--- src/rtl/sat_pkg.sv ---
// Shared types for the saturating requantiser: rounding-mode encoding and per-beat status.
package sat_pkg;

   typedef enum logic [1:0] {
      RND_TRUNC,
      RND_HALF_UP,
      RND_HALF_EVEN,
      RND_RSVD
   } rnd_mode_e;

   typedef struct packed {
      logic sat_hit;
   } sat_status_t;

endpackage

--- src/rtl/rnd_core.sv ---
// Combinational rounding: drops NB_FRAC_DROP LSBs of a signed sample into a result one bit
// wider than the kept field so the rounding carry can never overflow.
module rnd_core
   import sat_pkg::*;
#(
   parameter int NBW_IN       = 16,
   parameter int NB_FRAC_DROP = 4
) (
   input  logic [NBW_IN-1:0]            x,
   input  rnd_mode_e                    mode,
   output logic [NBW_IN-NB_FRAC_DROP:0] r
);

   if (NB_FRAC_DROP == 0) begin : g_pass
      logic unused_mode;
      assign unused_mode = ^mode;
      assign r = {x[NBW_IN-1], x};
   end else begin : g_rnd
      localparam int D = NB_FRAC_DROP;
      localparam logic [NBW_IN:0] HALF = {{NBW_IN{1'b0}}, 1'b1} << (D - 1);

      logic [NBW_IN:0] xe;
      logic [NBW_IN:0] xr;
      logic            tie_even;

      assign xe = {x[NBW_IN-1], x};
      assign xr = xe + HALF;
      // Exact half with an even kept LSB rounds down instead of up.
      assign tie_even = (x[D-1:0] == HALF[D-1:0]) && !x[D];

      always_comb begin
         r = xe[NBW_IN:D];
         case (mode)
            RND_HALF_UP:   r = xr[NBW_IN:D];
            RND_HALF_EVEN: r = tie_even ? xe[NBW_IN:D] : xr[NBW_IN:D];
            default:       r = xe[NBW_IN:D];
         endcase
      end
   end

endmodule

--- src/rtl/sat_round_pipe.sv ---
// Two-stage valid/ready requantiser: S1 rounds, S2 saturates or wraps; overflow beats feed a
// sticky flag and a saturating counter.
module sat_round_pipe
   import sat_pkg::*;
#(
   parameter int NBW_IN       = 16,
   parameter int NBW_OUT      = 8,
   parameter int NB_FRAC_DROP = 4,
   parameter int SYM_SAT      = 0,
   parameter int NB_CNT       = 16
) (
   input  logic               i_clk,
   input  logic               i_rst_n,
   input  logic               i_valid,
   output logic               o_ready,
   input  logic [NBW_IN-1:0]  i_data,
   input  logic [1:0]         i_mode,
   input  logic               i_sat_en,
   output logic               o_valid,
   input  logic               i_ready,
   output logic [NBW_OUT-1:0] o_data,
   output logic               o_sat_hit,
   input  logic               i_ovf_clr,
   output logic               o_ovf_flag,
   output logic [NB_CNT-1:0]  o_ovf_cnt
);

   localparam int W1 = NBW_IN - NB_FRAC_DROP + 1;

   if ((NBW_OUT > NBW_IN - NB_FRAC_DROP) || (NBW_OUT < 2)) begin : g_bad_cfg
      $error("sat_round_pipe: illegal NBW_OUT for given NBW_IN/NB_FRAC_DROP");
   end

   logic                 s1_vld;
   logic                 s1_adv;
   logic                 s1_sat_en;
   logic [W1-1:0]        s1_r;
   logic [W1-1:0]        rnd_r;
   logic                 s2_vld;
   sat_status_t          st_d;
   sat_status_t          st_q;
   logic [NBW_OUT-1:0]   sat_data;
   logic signed [W1-1:0] r_s;
   logic signed [W1-1:0] sat_max;
   logic signed [W1-1:0] sat_min;
   logic                 ovf_evt;
   logic                 flag_d;
   logic [NB_CNT-1:0]    cnt_d;

   assign s1_adv    = !s2_vld || i_ready;
   assign o_ready   = !s1_vld || s1_adv;
   assign o_valid   = s2_vld;
   assign o_sat_hit = st_q.sat_hit;

   rnd_core #(
      .NBW_IN       (NBW_IN),
      .NB_FRAC_DROP (NB_FRAC_DROP)
   ) u_rnd (
      .x    (i_data),
      .mode (rnd_mode_e'(i_mode)),
      .r    (rnd_r)
   );

   always_comb begin
      sat_max = '0;
      sat_max[NBW_OUT-2:0] = '1;
      sat_min = '1;
      sat_min[NBW_OUT-2:0] = '0;
      if (SYM_SAT != 0) sat_min[0] = 1'b1;
   end

   assign r_s = $signed(s1_r);

   always_comb begin
      st_d.sat_hit = (r_s > sat_max) || (r_s < sat_min);
      sat_data     = s1_r[NBW_OUT-1:0];
      if (s1_sat_en && st_d.sat_hit) begin
         sat_data = r_s[W1-1] ? sat_min[NBW_OUT-1:0] : sat_max[NBW_OUT-1:0];
      end
   end

   always_ff @(posedge i_clk) begin
      if (!i_rst_n) begin
         s1_vld    <= 1'b0;
         s1_r      <= '0;
         s1_sat_en <= 1'b0;
         s2_vld    <= 1'b0;
         o_data    <= '0;
         st_q      <= '0;
      end else begin
         if (o_ready) begin
            s1_vld <= i_valid;
            if (i_valid) begin
               s1_r      <= rnd_r;
               s1_sat_en <= i_sat_en;
            end
         end
         if (s1_adv) begin
            s2_vld <= s1_vld;
            if (s1_vld) begin
               o_data <= sat_data;
               st_q   <= st_d;
            end
         end
      end
   end

   assign ovf_evt = s2_vld && i_ready && st_q.sat_hit;

   // Clear is applied first so a coincident overflow still counts as the first event.
   always_comb begin
      flag_d = o_ovf_flag;
      cnt_d  = o_ovf_cnt;
      if (i_ovf_clr) begin
         flag_d = 1'b0;
         cnt_d  = '0;
      end
      if (ovf_evt) begin
         flag_d = 1'b1;
         if (cnt_d != '1) cnt_d = cnt_d + NB_CNT'(1);
      end
   end

   always_ff @(posedge i_clk) begin
      if (!i_rst_n) begin
         o_ovf_flag <= 1'b0;
         o_ovf_cnt  <= '0;
      end else begin
         o_ovf_flag <= flag_d;
         o_ovf_cnt  <= cnt_d;
      end
   end

endmodule
--- config.mk ---
export PLATFORM = sky130hd
export DESIGN_NAME = sat_round_pipe
export DESIGN_NICKNAME = d
export VERILOG_FILES = /design/src/rtl/sat_pkg.sv /design/src/rtl/rnd_core.sv /design/src/rtl/sat_round_pipe.sv
export SDC_FILE = /design/constraint.sdc
export NUM_CORES = 1
export LEC_CHECK = 0
export BUFFER_PORTS_ARGS = -buffer_cell sky130_fd_sc_hd__clkbuf_2
export CAP_MARGIN = 10
export CORE_MARGIN = 4
export CORE_UTILIZATION = 43
export DETAILED_ROUTE_END_ITERATION = 8
export PLACE_DENSITY = 0.68
export SYNTH_ARGS = -nofsm -noshare
export SYNTH_HDL_FRONTEND = slang
export SYNTH_SLANG_ARGS = --single-unit
--- constraint.sdc ---
create_clock -name i_clk -period 1.8 [get_ports i_clk]
set_input_delay 0.09 -clock i_clk [delete_from_list [all_inputs] [get_ports i_clk]]
set_output_delay 0.09 -clock i_clk [all_outputs]
set_load 0.005 [all_outputs]
==> metrics.csv <==
metric,value,unit
"Cell Area, Placed",0.00284,mm^2
WL/cell,14.1,um
"worst slack, placed",-20.7,ps
Synth Cell Area,0.00231,mm^2
Bufs and invs on worst path,1,
CP startpoint,o_ovf_cnt[1],
Global Route Usage Sum,19.1,%
max_cap viols,0,
count of final setup violators,0,
detailed-route DRC error count,0,
crit start category,register,
# port buffers,51,
number of antenna violations at the first check in global routing,0,
period utilization,96.7,%
post-route cell area,0.00304,mm^2
CTS tree,built,
routed vias,2387,
top_reg_cell synth,dfxtp_1,
Tightest Hold Check Type,in -> reg,
Cells after Synth,280,
fin worst setup slack,59.4,ps
die footprint,0.00660,mm^2
CP peak stage delay,360,ps
CP max-delay cell,or3_4,
DRT Wirelength,6.16,mm
Mean Syn Cell Area,8.24,um^2
DP HPWL,4.47,mm
grt ovf,0,
final-report max-slew violation count,0,
Post-synth EDFFs,0,
relative slew slack,65.6,%
Num Clock Sinks,42,
Worst Path Required,1980,ps
Rows,26,
TritonCTS Buffers,5,
Setup Skew,3.44,ps
clk root buf,clkbuf_8,
"Async S/R FF share, synth",0,%
largest net degree at the start of global routing,22,
Ant. Diodes,0,
Worst-Margin Slew,517,ps
PD cells,614,mW/mm^2
H-tree Lvls,2,
RSZ-0062 raised after global routing,true,
r2r startpoint,o_ovf_cnt[1],
Setup CP Type,reg -> reg,
Worst EP arrival,1920,ps
Total Nets Final,393,
CP max FO,3,
number of global-route vias before repair,2259,
GP Congestion,0.881,
Leak,1.32,nW
hold path start,i_sat_en,
Peak supply drop,0.000443,V
Netlist cell types,55,
synth warn,0,
"Largest delay share family, worst path",simple AND/OR/NAND/NOR gates,
Max Freq,575,MHz
Die Height,81.2,um
share of layout cells above drive strength 1,32.6,%
hold_buf cts,0,
Core Region,0.00514,mm^2
final hold vios,0,
die width,81.2,um
CP Cell Sequence,inv_2 -> nor2_2 -> ha_2 -> nand2_4 -> or3_4 -> a211o_1 -> xor2_1 -> nor2_1,
Final ANT Viol Nets,0,
violation count after the first detailed-route iteration,108,
Crit. End Element,register,
sequential share of the synthesized area,36.5,%
"Clk Latency, worst-skew pair",290,ps
Detailed Routing Iterations Pass 1,4,
# IOs,52,
Worst-path clk slew,80,ps
Area Overhead vs Synth,32.0,%
Pwr Total,1.87,mW
fill count,480,
initial core utilization,44.9,%
Post-Syn Nets,308,
Vias per Instance,5.49,
first-pass GRT wire length,9.94,mm
fin crit period,1740,ps
Max Buffers Root-to-Sink,2,
status,finished clean,
Synth Register Bits,42,
==> area by class of cell <==
class	instances	area, um^2	share of cell area [%]
clock buffers	7	76.3	2.51
inverters	10	37.5	1.23
multi-input cells	216	1450	47.7
flip-flops and latches	42	843	27.7
well taps	70	87.6	2.88
repair buffers	90	548	18.0
==> metrics by stage <==
| stage | std cells | hold slack [ps] | TNS (ps) | utilization [%] |
|---|---|---|---|---|
| after detailed placement | 420 | 344 | -29.7 | 55.2 |
| after global placement | 420 | 341 | 0 | 55.2 |
| after global routing | 435 | 58.5 | -214 | 59.2 |
| after CTS | 429 | 38.4 | 0 | 57.3 |
| final | 435 | 43.6 | 0 | 59.2 |
| after floorplan | 280 | 226 | 0 | - |
==> cell usage after synthesis, drive strengths merged, types with 3 or more instances <==
cell / instances / area share, %
mux2i: 4 / 1.7
o21ai: 29 / 6.3
a21boi: 5 / 1.6
nor4: 5 / 2.3
nand2: 15 / 2.4
clkbuf: 11 / 1.8
nand4: 10 / 3.0
a21oi: 28 / 6.1
nor2b: 3 / 0.81
nor3: 9 / 2.2
nand2b: 9 / 2.4
and2: 7 / 1.9
ha: 4 / 2.2
xnor2: 6 / 2.3
nand3b: 4 / 1.8
xor2: 4 / 1.5
dfxtp: 42 / 36
nand3: 10 / 2.2
nor2: 20 / 3.3
a31oi: 7 / 1.9
inv: 10 / 1.6
==> repair_timing <==
action / in CTS / in global routing
hold endpoints to repair: 0 / 0
resized for setup: 3 / 14
setup endpoints to repair: 4 / 20
buffers inserted: 2 / 6
pin swaps: 1 / 10
==> logic make-up (layout without fill, tap and decap cells) <==
kind of cell	count (synthesis)	after routing	synth area share (%)
adder cells (fa/ha/maj)	4	4	2.17
AND/OR/NAND/NOR	101	101	25.0
flip-flops	42	42	36.5
XOR/XNOR	10	10	3.80
AO/OA/AOI/OAI	95	95	26.3
multiplexers	6	6	2.71
buffers and inverters	22	107	3.58
==> worst register-to-register path: stages (launching register included) <==
cell and delay, ps:
dfxtp_2 340, inv_2 40, nor2_2 100, ha_2 210
nand2_4 80, or3_4 360, a211o_1 300, xor2_1 150
nor2_1 60
==> final timing paths <==
path	cells after the start	slack [ps]	end
worst min-delay path	3	40	s1_sat_en
worst max register to register	8	60	o_ovf_cnt[8]
worst max-delay path	8	60	o_ovf_cnt[8]
worst min register to register	2	480	o_valid
==> cells in the final DEF (no fill, tap or decap), drive strengths merged, types with 3 or more instances in the layout <==
master / n
clkbuf: 58
dfxtp: 42
buf: 39
o21ai: 29
a21oi: 28
nor2: 20
nand2: 15
nand3: 10
inv: 10
nand4: 10
nand2b: 9
nor3: 9
and2: 7
a31oi: 7
xnor2: 6
a21boi: 5
nor4: 5
mux2i: 4
xor2: 4
nand3b: 4
ha: 4
nor2b: 3
==> per-layer routing <==
metal | vias to the layer above | wire length [um] | track usage [%]
met5 | - | 0 | 0
met4 | 0 | 109 | 6.93
met3 | 11 | 330 | 3.88
met2 | 70 | 3060 | 33.6
met1 | 1100 | 2650 | 22.8
li1 | 1206 | - | -
==> power breakdown <==
part           switching (mW)  internal [mW]
Combinational           0.174          0.133
Sequential             0.0251          0.970
Clock                   0.299          0.267
Total                   0.499           1.37
==> state kept, by name, summed over array words and instances, names as in the netlist <==
signal and count:
o_ovf_cnt 16, s1_sat_en 1, o_data 8, o_ovf_flag 1, r_s 13, o_sat_hit 1
s1_vld 1, o_valid 1
Power figures use the tool's default switching activity.
